<file path="src/rtl/kbd_led_controller_pkg.sv">
// Shared constants and types for the keyboard lock-state / LED controller.
package kbd_led_controller_pkg;

  localparam logic [7:0] KC_LSHIFT = 8'h12;
  localparam logic [7:0] KC_RSHIFT = 8'h59;
  localparam logic [7:0] KC_ALT    = 8'h11;
  localparam logic [7:0] KC_CAPS   = 8'h58;
  localparam logic [7:0] KC_NUM    = 8'h77;
  localparam logic [7:0] KC_SCROLL = 8'h7E;

  localparam logic [7:0] CMD_SET_LEDS = 8'hED;
  localparam logic [7:0] RSP_ACK      = 8'hFA;
  localparam logic [7:0] RSP_RESEND   = 8'hFE;

  typedef enum logic [2:0] {
    ST_IDLE,
    ST_SEND_CMD,
    ST_WAIT_ACK1,
    ST_SEND_LED,
    ST_WAIT_ACK2
  } led_state_e;

  function automatic logic [7:0] led_byte(input logic caps, input logic num, input logic scroll);
    return {5'b0, caps, num, scroll};
  endfunction

endpackage

</file>
<file path="src/rtl/kbd_led_controller_if.sv">
// Key-event, receive and transmit handshake bundle between the PS/2 front end and the LED controller.
interface kbd_led_controller_if;
  logic       key_data_stb;
  logic       key_broken;
  logic [7:0] key_data;
  logic       rx_stb;
  logic [7:0] rx_data;
  logic       tx_ready;
  logic       tx_stb;
  logic [7:0] tx_data;

  modport master (
    output key_data_stb, key_broken, key_data, rx_stb, rx_data, tx_ready,
    input  tx_stb, tx_data
  );

  modport slave (
    input  key_data_stb, key_broken, key_data, rx_stb, rx_data, tx_ready,
    output tx_stb, tx_data
  );
endinterface

</file>
<file path="src/rtl/kbd_mod_tracker.sv">
// Modifier and lock-state registers with typematic-safe lock toggling.
// KBD_LED_NUMSCROLL_EN adds Num/Scroll Lock tracking; otherwise only Caps Lock exists.
module kbd_mod_tracker
  import kbd_led_controller_pkg::*;
(
  input  logic       clk,
  input  logic       rst_n,
  input  logic       key_stb,
  input  logic       key_broken,
  input  logic [7:0] key_data,
  output logic       shift,
  output logic       alt,
  output logic       caps,
  output logic       num,
  output logic       scroll,
  output logic       toggle
);

`ifdef KBD_LED_NUMSCROLL_EN
  localparam int NLOCK = 3;
`else
  localparam int NLOCK = 1;
`endif
  // Lock index 0 = Caps, 1 = Num, 2 = Scroll.
  localparam logic [7:0] LOCK_KC [3] = '{KC_CAPS, KC_NUM, KC_SCROLL};

  logic             lshift_q, lshift_d;
  logic             rshift_q, rshift_d;
  logic             alt_q, alt_d;
  logic [NLOCK-1:0] lock_q, lock_d;
  logic [NLOCK-1:0] held_q, held_d;

  always_comb begin
    lshift_d = lshift_q;
    rshift_d = rshift_q;
    alt_d    = alt_q;
    lock_d   = lock_q;
    held_d   = held_q;
    toggle   = 1'b0;
    if (key_stb) begin
      case (key_data)
        KC_LSHIFT: lshift_d = ~key_broken;
        KC_RSHIFT: rshift_d = ~key_broken;
        KC_ALT:    alt_d    = ~key_broken;
        default:   ;
      endcase
      for (int i = 0; i < NLOCK; i++) begin
        if (key_data == LOCK_KC[i]) begin
          if (key_broken) begin
            held_d[i] = 1'b0;
          end else if (!held_q[i]) begin
            // Only the first make of a press toggles; repeats see held set.
            held_d[i] = 1'b1;
            lock_d[i] = ~lock_q[i];
            toggle    = 1'b1;
          end
        end
      end
    end
  end

  always_ff @(posedge clk or negedge rst_n) begin
    if (!rst_n) begin
      lshift_q <= 1'b0;
      rshift_q <= 1'b0;
      alt_q    <= 1'b0;
      lock_q   <= '0;
      held_q   <= '0;
    end else begin
      lshift_q <= lshift_d;
      rshift_q <= rshift_d;
      alt_q    <= alt_d;
      lock_q   <= lock_d;
      held_q   <= held_d;
    end
  end

  assign shift = lshift_q | rshift_q;
  assign alt   = alt_q;
  assign caps  = lock_q[0];
`ifdef KBD_LED_NUMSCROLL_EN
  assign num    = lock_q[1];
  assign scroll = lock_q[2];
`else
  assign num    = 1'b0;
  assign scroll = 1'b0;
`endif

endmodule

</file>
<file path="src/rtl/kbd_led_controller.sv">
// Keyboard lock-state controller: runs the PS/2 Set-LEDs sequence (0xED, LED byte)
// with ACK checking, resend and timeout retries whenever a lock state changes.
module kbd_led_controller
  import kbd_led_controller_pkg::*;
#(
  parameter int TIMEOUT_CYCLES = 1000000,
  parameter int RETRIES        = 2
) (
  input  logic                 clk,
  input  logic                 rst_n,
  kbd_led_controller_if.slave  bus,
  output logic                 caps_enabled,
  output logic                 shift_enabled,
  output logic                 alt_enabled,
  output logic                 num_enabled,
  output logic                 scroll_enabled,
  output logic                 busy,
  output logic                 err_stb
);

  localparam int TW = $clog2(TIMEOUT_CYCLES + 1);
  localparam int AW = (RETRIES < 1) ? 1 : $clog2(RETRIES + 1);

  led_state_e  state_q, state_d;
  logic        pending_q, pending_d;
  logic [AW-1:0] att_q, att_d;
  logic [TW-1:0] tmo_q, tmo_d;
  logic [7:0]  tx_data_q, tx_data_d;
  logic        err_q, err_d;
  logic        tx_stb;
  logic        toggle;
  logic        in_wait, timeout, ack, retry;

  kbd_mod_tracker u_trk (
    .clk        (clk),
    .rst_n      (rst_n),
    .key_stb    (bus.key_data_stb),
    .key_broken (bus.key_broken),
    .key_data   (bus.key_data),
    .shift      (shift_enabled),
    .alt        (alt_enabled),
    .caps       (caps_enabled),
    .num        (num_enabled),
    .scroll     (scroll_enabled),
    .toggle     (toggle)
  );

  always_comb begin
    state_d   = state_q;
    pending_d = pending_q;
    att_d     = att_q;
    tmo_d     = '0;
    tx_data_d = tx_data_q;
    err_d     = 1'b0;
    tx_stb    = 1'b0;

    in_wait = (state_q == ST_WAIT_ACK1) || (state_q == ST_WAIT_ACK2);
    // Any received byte restarts the wait window, so it also masks expiry.
    timeout = in_wait && !bus.rx_stb && (tmo_q == TW'(TIMEOUT_CYCLES - 1));
    ack     = in_wait && bus.rx_stb && (bus.rx_data == RSP_ACK);
    retry   = in_wait && (timeout || (bus.rx_stb && bus.rx_data == RSP_RESEND));
    if (in_wait && !bus.rx_stb) tmo_d = tmo_q + 1'b1;

    case (state_q)
      ST_IDLE: begin
        if (pending_q) begin
          pending_d = 1'b0;
          att_d     = '0;
          state_d   = ST_SEND_CMD;
        end
      end
      ST_SEND_CMD: begin
        if (bus.tx_ready) begin
          tx_stb    = 1'b1;
          tx_data_d = CMD_SET_LEDS;
          state_d   = ST_WAIT_ACK1;
        end
      end
      ST_SEND_LED: begin
        if (bus.tx_ready) begin
          tx_stb    = 1'b1;
          tx_data_d = led_byte(caps_enabled, num_enabled, scroll_enabled);
          state_d   = ST_WAIT_ACK2;
        end
      end
      ST_WAIT_ACK1, ST_WAIT_ACK2: begin
        if (ack) begin
          att_d   = '0;
          state_d = (state_q == ST_WAIT_ACK1) ? ST_SEND_LED : ST_IDLE;
        end else if (retry) begin
          if (att_q == AW'(RETRIES)) begin
            err_d   = 1'b1;
            state_d = ST_IDLE;
          end else begin
            att_d   = att_q + 1'b1;
            state_d = (state_q == ST_WAIT_ACK1) ? ST_SEND_CMD : ST_SEND_LED;
          end
        end
      end
      default: state_d = ST_IDLE;
    endcase

    // A toggle coinciding with the IDLE launch still queues one more sequence.
    if (toggle) pending_d = 1'b1;
  end

  always_ff @(posedge clk or negedge rst_n) begin
    if (!rst_n) begin
      state_q   <= ST_IDLE;
      pending_q <= 1'b0;
      att_q     <= '0;
      tmo_q     <= '0;
      tx_data_q <= 8'h00;
      err_q     <= 1'b0;
    end else begin
      state_q   <= state_d;
      pending_q <= pending_d;
      att_q     <= att_d;
      tmo_q     <= tmo_d;
      tx_data_q <= tx_data_d;
      err_q     <= err_d;
    end
  end

  assign bus.tx_stb  = tx_stb;
  assign bus.tx_data = tx_data_d;
  assign busy        = (state_q != ST_IDLE);
  assign err_stb     = err_q;

endmodule

</file>
<file path="src/flat_wrapper.sv">
// flat-port wrapper written by rule: the top's interface ports become plain ports
module kbd_led_controller_flat import kbd_led_controller_pkg::*;
#(
  parameter int TIMEOUT_CYCLES = 1000000,
  parameter int RETRIES        = 2
)
  (clk, rst_n, caps_enabled, shift_enabled, alt_enabled, num_enabled, scroll_enabled, busy, err_stb, bus_key_data_stb, bus_key_broken, bus_key_data, bus_rx_stb, bus_rx_data, bus_tx_ready, bus_tx_stb, bus_tx_data);
  kbd_led_controller_if bus_i ();
  input  logic clk;
  input  logic rst_n;
  output logic caps_enabled;
  output logic shift_enabled;
  output logic alt_enabled;
  output logic num_enabled;
  output logic scroll_enabled;
  output logic busy;
  output logic err_stb;
  input wire logic [$bits(bus_i.key_data_stb)-1:0] bus_key_data_stb;
  input wire logic [$bits(bus_i.key_broken)-1:0] bus_key_broken;
  input wire logic [$bits(bus_i.key_data)-1:0] bus_key_data;
  input wire logic [$bits(bus_i.rx_stb)-1:0] bus_rx_stb;
  input wire logic [$bits(bus_i.rx_data)-1:0] bus_rx_data;
  input wire logic [$bits(bus_i.tx_ready)-1:0] bus_tx_ready;
  output wire logic [$bits(bus_i.tx_stb)-1:0] bus_tx_stb;
  output wire logic [$bits(bus_i.tx_data)-1:0] bus_tx_data;
  assign bus_i.key_data_stb = bus_key_data_stb;
  assign bus_i.key_broken = bus_key_broken;
  assign bus_i.key_data = bus_key_data;
  assign bus_i.rx_stb = bus_rx_stb;
  assign bus_i.rx_data = bus_rx_data;
  assign bus_i.tx_ready = bus_tx_ready;
  assign bus_tx_stb = bus_i.tx_stb;
  assign bus_tx_data = bus_i.tx_data;
  kbd_led_controller #(.TIMEOUT_CYCLES(TIMEOUT_CYCLES), .RETRIES(RETRIES)) u_core (.clk(clk), .rst_n(rst_n), .bus(bus_i), .caps_enabled(caps_enabled), .shift_enabled(shift_enabled), .alt_enabled(alt_enabled), .num_enabled(num_enabled), .scroll_enabled(scroll_enabled), .busy(busy), .err_stb(err_stb));
endmodule
</file>
<file path="config.mk">
export PLATFORM = sky130hd
export DESIGN_NAME = kbd_led_controller_flat
export DESIGN_NICKNAME = d
export VERILOG_FILES = /design/src/rtl/kbd_led_controller_pkg.sv /design/src/rtl/kbd_led_controller_if.sv /design/src/rtl/kbd_mod_tracker.sv /design/src/rtl/kbd_led_controller.sv /design/src/flat_wrapper.sv
export SDC_FILE = /design/constraint.sdc
export NUM_CORES = 1
export LEC_CHECK = 0
export CAP_MARGIN = 10
export CORE_ASPECT_RATIO = 0.5
export CORE_MARGIN = 10
export CORE_UTILIZATION = 45
export CTS_CLUSTER_SIZE = 8
export DETAILED_ROUTE_END_ITERATION = 8
export DONT_BUFFER_PORTS = 1
export GPL_TIMING_DRIVEN = 0
export MAX_ROUTING_LAYER = met4
export PLACE_DENSITY = 0.63
export SKIP_CTS_REPAIR_TIMING = 1
export SLEW_MARGIN = 20
export SYNTH_ARGS = -nofsm -noshare
export SYNTH_HDL_FRONTEND = slang
export SYNTH_HIERARCHICAL = 1
export SYNTH_SLANG_ARGS = --single-unit
</file>
<file path="constraint.sdc">
create_clock -name clk -period 3.1 [get_ports clk]
set_clock_uncertainty 0.05 [all_clocks]
set_input_delay 0.62 -clock clk [delete_from_list [all_inputs] [get_ports clk]]
set_output_delay 0.62 -clock clk [all_outputs]
set_load 0.01 [all_outputs]
</file>
Yosys cells after proc, flatten, opt, wreduce, memory -nomap -nowiden

Cells that the tools add are included.

Register bits: 40
Latch bits: 0
Memory bits (writable): 0
ROM bits: 0
Input port bits: 22
Word-level logic and storage cells: 87
Memories: 0

Add/subtract/negate cells: 2
Multipliers: 0
Div/mod/pow operators: 0
Order comparisons: 0
Equal/unequal tests: 17
Shift-type cells: 0
Muxes and demuxes: 31
Bitwise gates (word level): 4
Reductions and logical operators: 22

Operator list:

| kind                                           | number |
|---|---|
| adder 20 x 1 -> 20 bit (second input constant) | 1 |
| == test 20 bit (second input constant)         | 1 |
| two-way mux 20 bit                             | 1 |
| two-way mux 3 bit                              | 6 |
| == test 8 x 5 -> 1 bit (second input constant) | 2 |
| == test 8 x 7 -> 1 bit (second input constant) | 2 |
| == test 8 bit (second input constant)          | 2 |
| two-way mux 8 bit                              | 2 |
| case mux 8 bit (2 select lines)                | 1 |
| two-way mux 1 bit                              | 13 |
| two-way mux 2 bit                              | 6 |
| case mux 3 bit (4 select lines)                | 1 |
| AND reduction 4 bit                            | 3 |
| AND reduction 2 bit                            | 4 |
| == test 3 x 2 -> 1 bit (second input constant) | 2 |
| logical AND 1 bit                              | 6 |
| != test 2 bit (second input constant)          | 2 |
| case mux 2 bit (2 select lines)                | 1 |
| nonzero test 2 bit                             | 2 |
| OR reduction 2 bit                             | 2 |
| == test 3 x 1 -> 1 bit (second input constant) | 1 |
| == test 3 bit (second input constant)          | 1 |
| logical NOT 3 bit                              | 1 |
| != test 3 x 1 -> 1 bit (second input constant) | 1 |
| other kinds (9)                                | 12 |

Depth between registers and ports, before layout

Word-level depth: 9
Depth in mapped cells: 6

By module

The synthesis kept the hierarchy.

By module, submodules not included:

| module             | instances | cells each | area each (um^2) | sequential area each (um^2) |
|---|---|---|---|---|
| kbd_led_controller | 1         | 177        | 1712.9           | 875.8 |
| kbd_mod_tracker    | 1         | 30         | 285.3            | 125.1 |

Least setup slack after synthesis

Ideal clock, no wire load.

Kind: flip-flop to flip-flop
Start point: register u_core.tmo_q[13]
End point: register u_core.att_q[0]
Setup time: 0.125 ns
Arrival: 2.204 ns
Data required time: 2.925 ns
Path slack: 0.721 ns
Cell stages (with the launch flop): 6
Path buffers: 0
Clock period less this slack: 2.379 ns
Cells stage by stage: dfrtp_1 or4b_1 nor4_2 or4b_1 a211o_1 mux2_2

Cells in the longest elaborated chain, start to end: 6

RTL lines:

| what                                    | line                      | source |
|---|---|---|
| start, declared                         | kbd_led_controller.sv:27  | `logic [TW-1:0] tmo_q, tmo_d;` |
| start signal, assigned                  | kbd_led_controller.sv:119 | `tmo_q <= tmo_d;` |
| == test 20 bit                          | kbd_led_controller.sv:59  | `timeout = in_wait && !bus.rx_stb && (tmo_q == TW'(TIMEOUT_CYCLES - 1));` |
| logical AND 1 bit                       | kbd_led_controller.sv:59  |  |
| logical OR 1 bit                        | kbd_led_controller.sv:61  | `retry = in_wait && (timeout \|\| (bus.rx_stb && bus.rx_data == RSP_RESEND));` |
| logical AND 1 bit                       | kbd_led_controller.sv:61  |  |
| != test 3 x 1 -> 1 bit (no source line) | -                         |  |
| AND reduction 4 bit (no source line)    | -                         |  |
| end signal, assigned                    | kbd_led_controller.sv:118 | `att_q <= att_d;` |
| end, declared                           | kbd_led_controller.sv:26  | `logic [AW-1:0] att_q, att_d;` |

No other way between the ends.
A chain may end at the register's enable or synchronous reset.

Worst setup path in the final report

Start point: register u_core.state_q[0]
End point: output bus_tx_data[2]

Cells in the longest elaborated chain, start to end: 2
Elaborated cells between the ends (all ways): 3
Classes of those cells: eq/ne (2); mux (1)

RTL lines:

| what                                                                    | line                      | source |
|---|---|---|
| start, declared                                                         | kbd_led_controller.sv:24  | `led_state_e state_q, state_d;` |
| start signal, assigned                                                  | kbd_led_controller.sv:116 | `state_q <= state_d;` |
| == test 3 x 2 -> 1 bit / == test 3 x 1 -> 1 bit (equally long branches) | kbd_led_controller.sv:64  | `case (state_q)` |
| case mux 8 bit (2 select lines) (*)                                     | kbd_led_controller.sv:64  |  |
| end, declared                                                           | flat_wrapper.sv:25        | `output wire logic [$bits(bus_i.tx_data)-1:0] bus_tx_data;` |

Every way passes the cells marked *; elsewhere a longest branch is shown, timed or not.

==> flow_summary.toml <==
[worst_setup_path]
worstSetupStartpoint = "u_core/state_q[0]"
r2r_slack_ns = 0.62
arrival_ns = 2.10
end_kind = "output pin"
rr_endpoint = "u_core/att_q[0]"
timing.rr.start = "u_core/tmo_q[10]"
critical_path.top_delay_family = "flip-flops"
cp-start-kind = "register"
path_max_fanout = 10
crit_type = "reg -> out"
cp_slowest_cell = "dfrtp_1"
crit_path_frequent_cell = "clkbuf_1"
cp-endpoint = "bus_tx_data[2]"
critPathRequiredTime_ns = 2.43
slowest_delay_ns = 0.48
cp.buffers_inverters = 3
crit_cells = 5
crit_path_cell_trace = "inv_1 -> or3_1 -> clkbuf_1 -> clkbuf_1 -> o21ai_0"
ff2ff_path_depth = 5

[grt]
grt_pass1_wl_microns = 6710
overflow = 0
grt_max_degree = 41
grtUsageTotal_pct = 11.2
grt_antenna_before_repair = 0
first_global_vias = 1420

[synth]
synthTopCellsByCount = "40 x dfrtp_1, 28 x nor2_1, 15 x inv_1, 12 x nand2_1, 12 x xnor2_1"
synthCells = 207
netlist-cell-type-count = 43
synth_seq_cells = 40
yosys_warnings = 6
avgSynthCellArea_sq_um = 9.65
yosys.area.top_type = "dfrtp_1"
seq_area_frac_synth_pct = 50.1
synthTopCellsByArea = "dfrtp_1 50%, nor2_1 5.3%, xnor2_1 5.3%, inv_1 2.8%, mux2i_1 2.5%"
ys.flop_type = "dfrtp_1"
async_flop_share_pct = 100
synth_area_sq_um = 2000
synth_edf_count = 0
synth_top_area_share_pct = 50.1
synth.most_common_cell = "dfrtp_1"

[timing]
finalSetupViolations = 0
rsz0062_at_grt = "no"
worst_pin_slew_ns = 0.495
hold_violations = 0
maxSlewViolCount = 0
fin_tns_setup_ns = 0
min_period_ns = 2.77
timing.slew.headroom_pct = 66.6
fin_crit_sh_pct = 89.2
max_freq_mhz = 362

[finish]
multi_input_area_sq_um = 902
seqCellArea_sq_um = 1000
antenna_cells = 0
area_delta_synth_final_pct = 11.6
drive_gt1_share_pct = 7.87
num-nets-final = 240
fillCellCount = 384
stdcell_count = 273

[pwr]
leakage_nw = 0.989
power_density_nw_per_um2 = 644
peakVddDrop_v = 0.000226

[flow_run]
timing.max_cap.violations = 0

[routing]
wire_per_inst_microns = 14.5
viasPerCell = 5.37
wl_microns = 3960
drc = 0
drtIter0Drc = 69
ant_nets = 0
vias = 1466
firstDrtPassIters = 4

[outcome]
status = "complete, no violations"

[placed_design]
place_inst = 265
place.gp.congestion = 0.782
io_buffers = 0
hpwl_microns = 2970

[clocking]
cts_root_buf = "clkbuf_8"
clkSinkCount = 40
cts_tree = "built"
clk-insertion-delay-late_ns = 0.30
clk_pin_slew_ns = 0.08
cts_buffers = 5
h-tree-depth = 2
clockBufferDepth = 2

[floorplanning]
fp.dieW_microns = 114
top_level_ports = 38
core_sq_um = 4340
die_h_microns = 67.1
fp-row-count = 17
start_util_pct = 46.0
design.die.area_sq_um = 7670

[hold_path]
hold_path_class = "in -> async"
==> metrics by stage <==
step / setup WS [ns] / power (W) / hold WS (ns) / instance area, sq um / utilization (%)
after floorplan: 0.721 / 0.000876 / 0.274 / 2000 / -
final: 0.334 / 0.00144 / 0.0982 / 2230 / 51.4
after CTS: 0.313 / 0.00145 / -0.0559 / 2200 / 50.7
after global placement: 0.622 / 0.000934 / 0.276 / 2070 / 47.8
after global routing: 0.165 / 0.00152 / 0.101 / 2230 / 51.4
after detailed placement: 0.587 / 0.000945 / 0.275 / 2070 / 47.8
==> state kept, by name (all words and copies together), names as in the netlist <==
| register | flops |
|---|---|
| u_core/u_trk/held_q | 1 |
| u_core/att_q | 2 |
| u_core/err_stb | 1 |
| u_core/state_q | 3 |
| u_core/pending_q | 1 |
| u_core/u_trk/rshift_q | 1 |
| u_core/u_trk/alt | 1 |
| u_core/u_trk/caps | 1 |
| u_core/tmo_q | 20 |
| u_core/tx_data_q | 8 |
| u_core/u_trk/lshift_q | 1 |
==> worst reg2reg max path: stages, from the launching register on <==
cell,delay (ns)
dfrtp_1,0.44
or4b_1,0.53
nor4_2,0.30
or4b_1,0.46
a211o_1,0.32
mux2_2,0.26
==> worst min path at each step <==
stage,to,slack (ns),cells past startpoint
after floorplan,u_core/att_q[0],0.27,0
after global placement,u_core/u_trk/lshift_q,0.28,0
after detailed placement,u_core/u_trk/rshift_q,0.28,0
after CTS,u_core/u_trk/rshift_q,-0.06,0
after global routing,u_core/u_trk/rshift_q,0.10,1
final,u_core/u_trk/rshift_q,0.1,1
==> cell type report <==
type                       instances  share of cell area (%)
clock inverter                     2                    2.69
multi-input combinational        144                    40.5
inverter                          15                    2.53
tap                               57                    3.20
clock buffer                       5                    3.09
timing repair buffer               1                    1.23
buffer                             9                    1.91
sequential                        40                    44.9
==> where the power goes <==
| group | leakage, nW | switching (W) | internal (W) |
|---|---|---|---|
| logic | 0.402 | 0.000208 | 0.000113 |
| clock network | 0.0642 | 0.000178 | 0.000317 |
| registers | 0.523 | 0.0000324 | 0.000587 |
==> placed cells by master (no fill, tap or decap), drive strengths merged, types with 2 or more instances in the layout <==
cell type   n
and3        3
a22o        2
inv        15
nor2b       3
o21ai       6
clkbuf     11
xor2        5
nand3b      2
nand2      12
xnor2      12
nor3        4
nand4b      2
nand3      10
a21oi       9
or4b        2
or3         6
nor4        4
dfrtp      40
mux2i       5
buf         4
nor2       28
conb        2
bufinv      2
a21o        5
nand4       6
ha          2
==> routing by layer <==
| metal | vias to the layer above | track usage [%] | wire, microns |
|---|---|---|---|
| li1 | 734 | - | - |
| met1 | 696 | 12.5 | 1720 |
| met2 | 31 | 18.0 | 1890 |
| met3 | 5 | 5.02 | 321 |
| met4 | 0 | 2.80 | 27 |
| met5 | - | - | 0 |
==> cell families after synthesis <==
| kind of cell | share of synthesized area, % |
|---|---|
| AO/OA/AOI/OAI | 9.58 |
| buffers and inverters | 4.95 |
| flip-flops | 50.1 |
| XOR/XNOR | 7.45 |
| other | 0.188 |
| AND/OR/NAND/NOR | 23.4 |
| multiplexers | 3.07 |
| adder cells (fa/ha/maj) | 1.25 |
(Power assumes the default switching activity.)
